`src/rtl/md_pkg.sv`:
```
// md_pkg: shared definitions for the multiply/divide unit.
//   - op encodings carried on op_i
//   - FSM state enum
//   - LO value written on divide by zero
//   - small op-decode helpers
package md_pkg;

  localparam logic [1:0] MD_MULT  = 2'b00;
  localparam logic [1:0] MD_MULTU = 2'b01;
  localparam logic [1:0] MD_DIV   = 2'b10;
  localparam logic [1:0] MD_DIVU  = 2'b11;

  typedef enum logic [1:0] {
    ST_IDLE = 2'b00,
    ST_MUL  = 2'b01,
    ST_DIV  = 2'b10,
    ST_FIX  = 2'b11
  } md_state_t;

  localparam int unsigned MD_MAX_WIDTH = 64;

  // All ones; sliced down to WIDTH at the point of use.
  localparam logic [MD_MAX_WIDTH-1:0] MD_DZ_LO = '1;

  function automatic logic md_is_signed(input logic [1:0] op);
    return (op == MD_MULT) || (op == MD_DIV);
  endfunction

  function automatic logic md_is_div(input logic [1:0] op);
    return (op == MD_DIV) || (op == MD_DIVU);
  endfunction

endpackage

```
`src/rtl/md_sign_fix.sv`:
```
// md_sign_fix: conditional two's-complement negate on two WIDTH lanes.
//   wide_i=0 : hi and lo negated independently by neg_hi_i / neg_lo_i
//   wide_i=1 : {hi,lo} negated as one 2*WIDTH value under neg_lo_i
// Ports:
//   wide_i, neg_hi_i, neg_lo_i  in  control
//   hi_i, lo_i                  in  WIDTH  values
//   hi_o, lo_o                  out WIDTH  corrected values (combinational)
module md_sign_fix
  import md_pkg::*;
#(
  parameter int unsigned WIDTH = 32
) (
  input  logic             wide_i,
  input  logic             neg_hi_i,
  input  logic             neg_lo_i,
  input  logic [WIDTH-1:0] hi_i,
  input  logic [WIDTH-1:0] lo_i,
  output logic [WIDTH-1:0] hi_o,
  output logic [WIDTH-1:0] lo_o
);

  logic [WIDTH-1:0] lo_neg;
  logic [WIDTH-1:0] hi_neg_lane;
  logic [WIDTH-1:0] hi_neg_wide;
  logic             lo_zero;

  // In wide mode the +1 of the negate only ripples into hi when lo is zero.
  always_comb begin
    lo_neg      = ~lo_i + WIDTH'(1);
    lo_zero     = (lo_i == '0);
    hi_neg_lane = ~hi_i + WIDTH'(1);
    hi_neg_wide = ~hi_i + WIDTH'(lo_zero);
    lo_o        = neg_lo_i ? lo_neg : lo_i;
    if (wide_i) begin
      hi_o = neg_lo_i ? hi_neg_wide : hi_i;
    end else begin
      hi_o = neg_hi_i ? hi_neg_lane : hi_i;
    end
  end

endmodule

```
`src/rtl/md_unit.sv`:
```
// md_unit: iterative multiply/divide unit with architectural HI/LO.
//   MUL: radix-2 shift-add, DIV: restoring, both one bit per cycle, then a
//   sign-correction cycle (FIX) that writes HI/LO and pulses done_o.
// Optional feature macro: MDU_EARLY_OUT_EN (multiply finishes once the
//   remaining multiplier bits are all zero).
// Ports:
//   clk, rst                 clock, synchronous active-high reset
//   start_i, op_i, a_i, b_i  operation issue
//   mthi_i, mtlo_i, wdata_i  direct HI/LO writes
//   mf_req_i                 MFHI/MFLO waiting in EX
//   hi_o, lo_o               HI/LO registers
//   busy_o, done_o, dz_o     status (registered)
//   stall_o                  pipeline hold request (combinational)
module md_unit
  import md_pkg::*;
#(
  parameter int unsigned WIDTH = 32,
  parameter int unsigned CNT_W = $clog2(WIDTH + 1)
) (
  input  logic             clk,
  input  logic             rst,
  input  logic             start_i,
  input  logic [1:0]       op_i,
  input  logic [WIDTH-1:0] a_i,
  input  logic [WIDTH-1:0] b_i,
  input  logic             mthi_i,
  input  logic             mtlo_i,
  input  logic [WIDTH-1:0] wdata_i,
  input  logic             mf_req_i,
  output logic [WIDTH-1:0] hi_o,
  output logic [WIDTH-1:0] lo_o,
  output logic             busy_o,
  output logic             done_o,
  output logic             stall_o,
  output logic             dz_o
);

`ifdef MDU_EARLY_OUT_EN
  localparam bit EARLY_OUT = 1'b1;
`else
  localparam bit EARLY_OUT = 1'b0;
`endif

  md_state_t          state_q, state_d;
  logic [WIDTH-1:0]   hi_q, hi_d;
  logic [WIDTH-1:0]   lo_q, lo_d;
  logic               busy_q, busy_d;
  logic               done_q, done_d;
  logic               dz_q, dz_d;
  logic [2*WIDTH-1:0] acc_q, acc_d;
  logic [2*WIDTH-1:0] mcand_q, mcand_d;
  logic [WIDTH-1:0]   bop_q, bop_d;
  logic [CNT_W-1:0]   cnt_q, cnt_d;
  logic               is_div_q, is_div_d;
  logic               qneg_q, qneg_d;
  logic               rneg_q, rneg_d;

  logic               op_signed;
  logic               op_div;
  logic [WIDTH-1:0]   abs_a;
  logic [WIDTH-1:0]   abs_b;
  logic [2*WIDTH-1:0] mul_nx;
  logic [2*WIDTH-1:0] div_nx;
  logic [2*WIDTH-1:0] step_nx;
  logic [WIDTH:0]     rem_sh;
  logic [WIDTH:0]     trial;
  logic [WIDTH-1:0]   res_hi;
  logic [WIDTH-1:0]   res_lo;
  logic               mul_last;
  logic               div_last;

  assign op_signed = md_is_signed(op_i);
  assign op_div    = md_is_div(op_i);

  // Operand magnitudes for signed ops.
  md_sign_fix #(.WIDTH(WIDTH)) u_abs (
    .wide_i   (1'b0),
    .neg_hi_i (op_signed & a_i[WIDTH-1]),
    .neg_lo_i (op_signed & b_i[WIDTH-1]),
    .hi_i     (a_i),
    .lo_i     (b_i),
    .hi_o     (abs_a),
    .lo_o     (abs_b)
  );

  // One iteration of either algorithm; acc holds {rem, quotient} for divide.
  always_comb begin
    mul_nx = bop_q[0] ? (acc_q + mcand_q) : acc_q;
    rem_sh = {acc_q[2*WIDTH-1:WIDTH], acc_q[WIDTH-1]};
    trial  = rem_sh - {1'b0, bop_q};
    if (trial[WIDTH]) begin
      div_nx = {rem_sh[WIDTH-1:0], acc_q[WIDTH-2:0], 1'b0};
    end else begin
      div_nx = {trial[WIDTH-1:0], acc_q[WIDTH-2:0], 1'b1};
    end
    step_nx = is_div_q ? div_nx : mul_nx;
  end

  // Sign correction of the final iteration's result, written straight to HI/LO.
  md_sign_fix #(.WIDTH(WIDTH)) u_res (
    .wide_i   (~is_div_q),
    .neg_hi_i (rneg_q),
    .neg_lo_i (qneg_q),
    .hi_i     (step_nx[2*WIDTH-1:WIDTH]),
    .lo_i     (step_nx[WIDTH-1:0]),
    .hi_o     (res_hi),
    .lo_o     (res_lo)
  );

  assign div_last = (cnt_q == CNT_W'(WIDTH - 1));
  assign mul_last = div_last || (EARLY_OUT && (bop_q[WIDTH-1:1] == '0));

  // Next-state and datapath control.
  always_comb begin
    state_d  = state_q;
    hi_d     = hi_q;
    lo_d     = lo_q;
    busy_d   = busy_q;
    done_d   = 1'b0;
    dz_d     = 1'b0;
    acc_d    = acc_q;
    mcand_d  = mcand_q;
    bop_d    = bop_q;
    cnt_d    = cnt_q;
    is_div_d = is_div_q;
    qneg_d   = qneg_q;
    rneg_d   = rneg_q;
    case (state_q)
      // FIX is the done cycle; busy is already low so it accepts like IDLE.
      ST_IDLE, ST_FIX: begin
        state_d = ST_IDLE;
        busy_d  = 1'b0;
        if (start_i) begin
          is_div_d = op_div;
          qneg_d   = op_signed & (a_i[WIDTH-1] ^ b_i[WIDTH-1]);
          rneg_d   = op_signed & a_i[WIDTH-1];
          cnt_d    = '0;
          bop_d    = abs_b;
          if (op_div && (b_i == '0)) begin
            state_d = ST_FIX;
            hi_d    = a_i;
            lo_d    = MD_DZ_LO[WIDTH-1:0];
            done_d  = 1'b1;
            dz_d    = 1'b1;
          end else if (op_div) begin
            state_d = ST_DIV;
            busy_d  = 1'b1;
            acc_d   = {{WIDTH{1'b0}}, abs_a};
          end else begin
            state_d = ST_MUL;
            busy_d  = 1'b1;
            acc_d   = '0;
            mcand_d = {{WIDTH{1'b0}}, abs_a};
          end
        end else begin
          if (mthi_i) hi_d = wdata_i;
          if (mtlo_i) lo_d = wdata_i;
        end
      end
      ST_MUL: begin
        acc_d   = step_nx;
        mcand_d = mcand_q << 1;
        bop_d   = bop_q >> 1;
        cnt_d   = cnt_q + CNT_W'(1);
        if (mul_last) begin
          state_d = ST_FIX;
          busy_d  = 1'b0;
          done_d  = 1'b1;
          hi_d    = res_hi;
          lo_d    = res_lo;
        end
      end
      ST_DIV: begin
        acc_d = step_nx;
        cnt_d = cnt_q + CNT_W'(1);
        if (div_last) begin
          state_d = ST_FIX;
          busy_d  = 1'b0;
          done_d  = 1'b1;
          hi_d    = res_hi;
          lo_d    = res_lo;
        end
      end
      default: begin
        state_d = ST_IDLE;
        busy_d  = 1'b0;
      end
    endcase
  end

  // State and output registers; reset discards any operation in flight.
  always_ff @(posedge clk) begin
    if (rst) begin
      state_q  <= ST_IDLE;
      hi_q     <= '0;
      lo_q     <= '0;
      busy_q   <= 1'b0;
      done_q   <= 1'b0;
      dz_q     <= 1'b0;
      acc_q    <= '0;
      mcand_q  <= '0;
      bop_q    <= '0;
      cnt_q    <= '0;
      is_div_q <= 1'b0;
      qneg_q   <= 1'b0;
      rneg_q   <= 1'b0;
    end else begin
      state_q  <= state_d;
      hi_q     <= hi_d;
      lo_q     <= lo_d;
      busy_q   <= busy_d;
      done_q   <= done_d;
      dz_q     <= dz_d;
      acc_q    <= acc_d;
      mcand_q  <= mcand_d;
      bop_q    <= bop_d;
      cnt_q    <= cnt_d;
      is_div_q <= is_div_d;
      qneg_q   <= qneg_d;
      rneg_q   <= rneg_d;
    end
  end

  assign hi_o    = hi_q;
  assign lo_o    = lo_q;
  assign busy_o  = busy_q;
  assign done_o  = done_q;
  assign dz_o    = dz_q;
  assign stall_o = busy_q & (start_i | mf_req_i | mthi_i | mtlo_i);

endmodule

```
`config.mk`:
```
export PLATFORM = sky130hd
export DESIGN_NAME = md_unit
export DESIGN_NICKNAME = d
export VERILOG_FILES = /design/src/rtl/md_pkg.sv /design/src/rtl/md_sign_fix.sv /design/src/rtl/md_unit.sv
export SDC_FILE = /design/constraint.sdc
export NUM_CORES = 1
export LEC_CHECK = 0
export CAP_MARGIN = 20
export CORE_MARGIN = 1
export CORE_UTILIZATION = 50
export CTS_CLUSTER_DIAMETER = 80
export DETAILED_ROUTE_END_ITERATION = 10
export PLACE_DENSITY = 0.74
export SLEW_MARGIN = 10
export SYNTH_ARGS = -nofsm -noshare
export SYNTH_HDL_FRONTEND = slang
export SYNTH_SLANG_ARGS = --single-unit
```
`constraint.sdc`:
```
create_clock -name clk -period 6.5 [get_ports clk]
set_clock_uncertainty 0.1 [all_clocks]
set_input_delay 0.975 -clock clk [delete_from_list [all_inputs] [get_ports clk]]
set_output_delay 0.975 -clock clk [all_outputs]
set_load 0.02 [all_outputs]
```
## After elaboration in Yosys (flattened, before gate mapping)

Index checks and enable logic that the tools add are counted.

- Flip-flop bits (word level): 238
- Input bits: 104
- Output and inout bits: 68
- Logic and storage cells: 108

- $add $sub $neg: 8
- Equality and inequality tests: 13
- Mux-type cells: 44
- Bitwise logic cells: 13
- Reductions and logical operators: 17

Operator list:

| operator | count |
|---|---|
| 2-to-1 mux 32 bit | 16 |
| 2-to-1 mux 64 bit | 8 |
| one-hot mux 64 bit (2 select lines) | 2 |
| one-hot mux 32 bit (2 select lines) | 3 |
| adder 32 x 1 -> 32 bit, second input constant | 4 |
| inverter 32 bit | 4 |
| adder 64 bit | 1 |
| logical NOT 32 bit | 2 |
| subtractor 33 x 32 -> 33 bit | 1 |
| adder 32 x 1 -> 32 bit | 1 |
| one-hot mux 6 bit (2 select lines) | 1 |
| != test 3 bit, second input constant | 3 |
| == test 2 bit, second input constant | 4 |
| 2-to-1 mux 2 bit | 4 |
| adder 6 x 1 -> 6 bit, second input constant | 1 |
| == test 6 x 5 -> 1 bit, second input constant | 1 |
| 2-to-1 mux 1 bit | 6 |
| 2-to-1 mux 6 bit | 1 |
| != test 2 bit, second input constant | 3 |
| AND reduction 2 bit | 3 |
| AND reduction 3 bit | 2 |
| OR reduction 2 bit | 3 |
| bitwise AND 1 bit | 4 |
| logical NOT 2 bit | 2 |
| 11 further kinds | 15 |

## Longest topological paths before layout

- Depth in word-level cells: 9
- Depth in mapped cells: 29
- Gate-level depth less buffers: 27

## Modules after synthesis

A second synthesis with hierarchy kept.

- Cells, all modules: 2894
- Area total of the unflattened synthesis: 21446.8 sq um

Modules (own cells, without submodules):

| module | times used | cells each | area each (sq um) | sequential area each (sq um) |
|---|---|---|---|---|
| md_unit | 1 | 2350 | 17848.4 | 4764.6 |
| md_sign_fix | 2 | 272 | 1799.2 | 0.0 |

## Worst setup path after synthesis

OpenSTA, ideal clock, no wires.

- Path type: reg2reg
- From: reg bop_q[0]
- To: reg hi_q[26] (netlist: hi_o[26])
- Setup time: 0.117 ns
- Arrival: 5.972 ns
- Required time: 6.283 ns
- Path slack: 0.311 ns
- Cell stages (with the launch flop): 29
- Path buffers: 2
- Cell sequence: dfxtp_1 > ha_1 > inv_1 > fa_1 > a211oi_2 > o211ai_1 > a221oi_2 > nand3b_4 > a211oi_4 > buf_6 > buf_6 > a21oi_2 > ha_1 > o211ai_1 > nor3_1 > o211ai_1 > nand2b_1 > nor4_1 > nand2_1 > nor4_1 > ha_1 > ha_1 > o21a_1 > nor2_1 > or4b_1 > o21ai_1 > xnor2_1 > nand2_1 > a32o_1

- Longest elaborated chain between the ends: 9
- Elaborated cells between the ends (all ways): 13
- Those cells by class: add/sub (3); mux (8); bitwise (1); reduce/logical (1)

Ends and longest elaborated chain:

| element | RTL line | RTL |
|---|---|---|
| start, declared | md_unit.sv:52 | `logic [WIDTH-1:0] bop_q, bop_d;` |
| start signal, assigned | md_unit.sv:216 | `bop_q <= bop_d;` |
| subtractor 33 x 32 -> 33 bit | md_unit.sv:90 | `trial = rem_sh - {1'b0, bop_q};` |
| 2-to-1 mux 64 bit | md_unit.sv:91 | `if (trial[WIDTH]) begin` |
| 2-to-1 mux 64 bit (*) | md_unit.sv:96 | `step_nx = is_div_q ? div_nx : mul_nx;` |
| logical NOT 32 bit or inverter 32 bit (tied branches) | md_sign_fix.sv:30, md_sign_fix.sv:31, md_sign_fix.sv:32 |  |
| adder 32 x 1 -> 32 bit, on equally long branches | md_sign_fix.sv:32, md_sign_fix.sv:31 |  |
| 2-to-1 mux 32 bit, on equally long branches | md_sign_fix.sv:35, md_sign_fix.sv:37 |  |
| 2-to-1 mux 32 bit (*) | md_sign_fix.sv:34 | `if (wide_i) begin` |
| 2-to-1 mux 32 bit (*) | md_unit.sv:165, md_unit.sv:176 |  |
| one-hot mux 32 bit (2 select lines) (*) | md_unit.sv:128 | `case (state_q)` |
| end signal, assigned | md_unit.sv:209 | `hi_q <= hi_d;` |
| end, declared | md_unit.sv:45 | `logic [WIDTH-1:0] hi_q, hi_d;` |

Mark *: on every way between the ends. The rest lies on a longest branch, timed or not. The select of a mux whose other input is x is not followed.
A chain may end at the register's enable or synchronous reset.

## Final worst setup path

- From: reg acc_q[31]
- To: reg hi_q[26] (netlist: hi_o[26])

- Longest elaborated chain between the ends: 9
- Elaborated cells between the ends (all ways): 14
- Those cells by class: add/sub (4); mux (8); bitwise (1); reduce/logical (1)

Ends and longest elaborated chain:

| element | RTL line | RTL |
|---|---|---|
| start, declared | md_unit.sv:50 | `logic [2*WIDTH-1:0] acc_q, acc_d;` |
| start signal, assigned | md_unit.sv:200 | `acc_q <= '0;` |
| start signal, assigned | md_unit.sv:214 | `acc_q <= acc_d;` |
| adder 64 bit or subtractor 33 x 32 -> 33 bit (tied branches) | md_unit.sv:88, md_unit.sv:90 |  |
| 2-to-1 mux 64 bit, on equally long branches | md_unit.sv:88, md_unit.sv:91 |  |
| 2-to-1 mux 64 bit (*) | md_unit.sv:96 |  |
| logical NOT 32 bit or inverter 32 bit (tied branches) | md_sign_fix.sv:30, md_sign_fix.sv:31, md_sign_fix.sv:32 |  |
| adder 32 x 1 -> 32 bit, on equally long branches | md_sign_fix.sv:32, md_sign_fix.sv:31 |  |
| 2-to-1 mux 32 bit, on equally long branches | md_sign_fix.sv:35, md_sign_fix.sv:37 |  |
| 2-to-1 mux 32 bit (*) | md_sign_fix.sv:34 |  |
| 2-to-1 mux 32 bit (*) | md_unit.sv:165, md_unit.sv:176 |  |
| one-hot mux 32 bit (2 select lines) (*) | md_unit.sv:128 |  |

Marks and branches as above.

==> out/qor.txt <==
Status - finished clean
Root Buffer - clkbuf_16
Post-route insts no fill - 3,655
Reg area - 4770 µm²
CP Class - reg -> reg
Hold-fix buffers, CTS - 0
Clk network pwr share - 0.301
Detailed-route via count - 24,500
Core Region - 42,000 µm²
Reg2Reg Setup Slack - 0.39 ns
Leakage - 9.21 nW
Final #Nets - 3,306
H-tree levels - 1
Cell Int Power - 3.29 mW
Final setup viols - 0
Synth area leader - dfxtp_1
Clk slew on worst S/H paths - 0.06 ns
Initial core utilization - 0.509
Hold Crit Class - reg -> reg
Tcrit/Tclk final - 0.940
Layout cells sized above 1 - 0.0677
Multi-input logic area - 15,700 µm²
Unrepaired setup endpoints after global routing - false
Max-cap check violation count - 0
Endpoints failing hold - 0
FFs w/ async S/R, synth - 0
Worst-Margin Slew - 1.07 ns
Post-synth top area share - 0.223
Initial DRC Count - 3,298
Maximum clock frequency - 164 MHz
Area grow syn2layout - 15.1%
Initial antenna violation count - 1
Ys flop type - dfxtp_1
Avg Cell Area, Syn - 7.11 µm²
I/O pins - 172
Total grt overflow - 0
TritonCTS clock tree - done
R2r endpoint - hi_o[26]
Hold Path Origin - lo_o[5]
Vias in the first global route - 22,600
Max-slew violations - 0
Psw - 2.20 mW
Combinational power share - 0.396
Hpwl dp - 71,100 µm
Global-route wire length before repair - 139,000 µm
Worst-path fanout max - 7
Dpl cells - 3,603
Syn Nets - 3,219
Die width - 209 µm
Die Area - 43,600 µm²
TritonCTS Buffers - 30
Final WL - 92,500 µm
Final ANT Viol Nets - 0
Vias per cell - 6.69
DR pass1 iterations - 7
Drt wl/cell - 25.3 µm
Reg2reg path depth - 28
Setup crit end kind - register
Slowest cell on the critical path - or4b_1
Synth warn - 0
Sequential Power Share - 0.303
Reg2reg start - acc_q[31]
Number of enable flip-flop cells after synthesis - 0
IO buf count - 171
Routability cong. - 1.02
CTS sink cnt - 238
Setup tns final - 0 ns
Largest net degree at the start of global routing - 88
Peak VDD IR - 269 µV
Period minus WS final - 6.11 ns
Distinct cells, synth - 111
Clock Path Buffers - 3
#FFs+latches synth - 238
Setup crit start kind - register
Seq/Total Area, Yosys - 0.223
Crit path DAT - 6.50 ns
Synth top area cells - dfxtp_1 22%, a21oi_1 8.5%, nand2_1 7.9%, ha_1 6.1%, o21ai_0 5.1%
Critical Path RT - 6.89 ns
# DRC - 0
Rel. slew slack - 0.281
Switching share of total power - 0.400
Hold worst-path end - lo_o[5]
# rows - 75
Die Span Y - 209 µm
Post-synth design cell area - 21,400 µm²
Worst path max stage delay - 0.54 ns
Worst Hold Path Cells - 2
Cell Pwr Density - 223 nW/µm²
Syn Inst Count - 3,009
Crit path top cell by count - ha_1
Insertion delay to the later sink of the worst-skew pair - 0.60 ns
Fillers - 3,993
GRT Util Overall - 0.413
[stage by stage]
step	instance area (µm²)	utilization	power [mW]	worst slack [ns]	hold WS (ns)
after floorplan	21400	-	3.00	0.311	0.344
after global placement	23600	0.562	3.76	0.247	0.340
after detailed placement	23600	0.562	3.77	0.157	0.343
after CTS	24600	0.585	5.42	0.117	0.351
after global routing	24600	0.586	5.69	0.0238	0.368
final	24600	0.586	5.49	0.393	0.351
[layer usage]
layer | track usage | up-vias | part of all wire
li1 | - | 11200 | -
met1 | 0.587 | 11600 | 0.42
met2 | 0.608 | 1456 | 0.42
met3 | 0.100 | 176 | 0.13
met4 | 0.129 | 0 | 0.034
met5 | 0 | - | 0
[power by group through the flow]
stage	registers, mW	clock network, mW	logic [mW]
2_1_floorplan	1.72	0	1.28
3_3_place_gp	1.68	0	2.08
3_5_place_dp	1.69	0	2.08
4_1_cts	1.66	1.66	2.10
5_1_grt	1.67	1.72	2.30
6_report	1.66	1.65	2.18
[registers in the layout, summed over array words and instances (netlist names)]
name and cells:
is_div_q 1, state_q 2, done_o 1, acc_q 64, qneg_q 1, bop_q 32, dz_o 1, cnt_q 6
lo_o 32, hi_o 32, rneg_q 1, mcand_q 64, busy_o 1
[synthesized netlist by cell type, types with 22 or more instances]
cell      count
o221ai_1     33
o211ai_1     40
a31oi_1      28
a21oi_1     364
clkbuf_1    147
nand4_1      42
a211oi_1     42
nand2_1     449
nor2_1      279
a22oi_1      22
nand3_1      64
ha_1        104
buf_1        26
o31ai_1      33
nand2b_1     25
xnor2_1      92
nor2b_1      22
nor3_1       58
inv_1        71
xor2_1       69
dfxtp_1     238
a21o_1       35
mux2i_1      82
o21ai_0     218
or3_1        27
o21a_1       29
[what timing repair did]
item | in CTS | in global routing
setup endpoints to repair | 0 | 6
setup buffers | 0 | 0
resized for setup | 0 | 6
[cells in the final DEF (no fill, tap or decap), types with 40 or more instances in the layout]
cell,synthesis,final
nand4_1,42,42
nor2_1,279,275
inv_1,71,71
o211ai_1,40,40
nand2_1,449,449
nor3_1,58,56
buf_4,2,77
a211oi_1,42,42
ha_1,104,103
o21ai_0,218,218
a21oi_1,364,362
xor2_1,69,69
xnor2_1,92,92
clkdlybuf4s50_1,0,169
nand3_1,64,64
mux2i_1,82,82
dfxtp_1,238,236
[final cells by class]
type	instances	share of cell area
inverters	72	0.0110
flip-flops and latches	238	0.194
multi-input cells	2505	0.636
clock inverters	10	0.00473
well taps	539	0.0274
clock buffers	41	0.0338
diodes	1	0.000102
repair buffers	249	0.0936
[how the worst max path moves through the flow]
stage | from | to | slack (ns) | cells after the start
after floorplan | bop_q[0] | hi_o[26] | 0.31 | 28
after global placement | acc_q[31] | hi_o[26] | 0.25 | 28
after detailed placement | acc_q[31] | hi_o[26] | 0.16 | 28
after CTS | acc_q[31] | hi_o[26] | 0.12 | 28
after global routing | acc_q[31] | hi_o[26] | 0.02 | 28
final | acc_q[31] | hi_o[26] | 0.39 | 28
[cells by family (layout without fill, tap and decap cells)]
kind of cell	Yosys count	after routing	synth area share
adders and majority gates	106	106	0.0627
muxes	92	92	0.0436
buffers and inverters	266	372	0.0498
AOI/OAI and AO/OA	1047	1047	0.316
and+or+nand+nor	1099	1099	0.239
other	0	1	0
xor gates and xnor gates	161	161	0.0659
DFF	238	238	0.223
[critical path, delay by kind of cell, from the launching register on]
kind | cells | cell delay [ns]
AO/OA/AOI/OAI | 10 | 1.92
XOR/XNOR | 1 | 0.14
adder cells (fa/ha/maj) | 5 | 1.21
buffers and inverters | 3 | 0.31
flip-flops | 1 | 0.35
AND/OR/NAND/NOR | 9 | 1.97
Note: power is estimated with default switching activity, not from simulation.
==> RTL change: new RTL, config.mk and constraints unchanged <==
Build with the macro `MDU_EARLY_OUT_EN` defined.
--- a/src/rtl/md_unit.sv
+++ b/src/rtl/md_unit.sv
@@ -13,2 +13,4 @@
 //   stall_o                  pipeline hold request (combinational)
+`define MDU_EARLY_OUT_EN
+
 module md_unit
Check against the original RTL: not equivalent (a bounded check fails within 4 cycles, from zero or initial values and one cycle with rst high).
==> RTL change against the unedited design <==
Critical path depth did not move. Area after synthesis grew 0.60%. Sequential cell count unchanged. Routed wire length rose by 1.4%. Worst setup slack lost 0.023 ns. Global-route usage is 0.083 points higher. Largest cell class unchanged. Final area up 0.81%.
Power is not compared: it rests on default switching activity, and its combinational part moved more than twofold at a synthesized area within 25%.
==> RTL change: results (changes against the unedited design) <==
critPathMaxStageDelay_ns: 0.44  # -0.10 ns
synth_xor_area_share_pct: 6.431  # -0.16 points
synth_compound_area_share_pct: 31.55  # about the same
vias_per_cell: 6.813  # +1.8%
grt_use_total_pct: 41.36  # +0.083 points
grt_max_degree: 116  # +32%
place_area_sq_um: 23730  # +0.35%
synth_cell_types: 96  # -14%
crit_slowest_cell: "or3_1"
cp_max_fo: 10  # +3
syn_to_final_growth_pct: 15.37
drtIter0Drc: 3228  # -2.1%
ys_top_cells_by_count: "417 x nand2_1, 336 x a21oi_1, 269 x nor2_1, 238 x dfxtp_1, 191 x o21ai_0"
fillers: 4031  # +0.95%
synthMuxAreaShare_pct: 4.541  # +0.18 points
yosys-top-cells-area: "dfxtp_1 22%, a21oi_1 7.8%, nand2_1 7.3%"
ys_seq_area_share_pct: 22.14  # -0.13 points
n_antenna_cell: 0  # -1
hold_path.startpoint: "lo_o[20]$_SDFFE_PP0P_"
cp.arrival_ns: 6.51  # about the same
routabilityCongestion: 1.033  # +1.4%
fin_ws_ns: 0.3703  # -0.02253 ns
final_nets: 3308  # +0.060%
grt_pass1_wl_mm: 140.1  # +0.83%
vias: 24930  # +1.9%
dp_slack_ns: 0.4943  # +0.3378 ns
slew_headroom_pct: 22.35  # -5.8 points
synthCells: 3014  # +0.17%
routed_wl_mm: 93.86  # +1.4%
synthAdderAreaFrac_pct: 6.292  # +0.021 points
grt_antenna_before_repair: 3  # +2
outcome: "finished, final reports clean"
place_inst: 3604  # +0.028%
## RTL change: metal layers
layer | global-route usage, % | vias to the layer above | share of wire (%)
met3 | 9.442 | 234 | 12
met2 | 61.86 | 1547 | 42
met5 | 0 | - | 0.012
li1 | - | 11330 | -
met1 | 56.78 | 11820 | 42
met4 | 17.47 | 2 | 4.8
## RTL change: layout make-up
cell class / instances / share of cell area (%)
inverter: 84 / 1.270
sequential: 238 / 19.22
timing repair buffer: 250 / 9.269
multi-input combinational: 2493 / 63.12
clock buffer: 39 / 3.533
clock inverter: 17 / 0.8669
tap: 539 / 2.717
## RTL change: worst paths after layout
check / end
max: hi_o[29]$_SDFFE_PP0P_
max reg2reg: hi_o[29]$_SDFFE_PP0P_
min reg2reg: lo_o[20]$_SDFFE_PP0P_
min: lo_o[20]$_SDFFE_PP0P_
## RTL change: critical path, delay by kind of cell (launching register included)
kind	cells	cell delay, ns
buf+inv	7	0.98
flops	1	0.39
fa+ha+maj	4	0.82
compound gates	9	1.74
simple gates	8	1.94
## RTL change: logic make-up after synthesis
kind of cell,count (synthesis)
compound gates,1034
fa+ha+maj,107
xor+xnor,158
mux,96
flops,238
simple gates,1098
buf+inv,283
## RTL change: timing repair
item | CTS | global route
setup buffers | 0 | 0
endpoints found under the setup margin | 0 | 2
hold endpoints to repair | 0 | 0
hold buffers | 0 | 0
resized for setup | 0 | 2
## RTL change: power groups by stage
| stage | sequential (mW) | clock (mW) | combinational (mW) |
|---|---|---|---|
| floorplan | 2.25 | 0 | 5.13 |
| global placement | 2.20 | 0 | 7.92 |
| detailed placement | 2.21 | 0 | 7.97 |
| CTS | 2.19 | 1.86 | 8.02 |
| global route | 2.24 | 1.91 | 8.78 |
| finish | 2.21 | 1.86 | 8.29 |
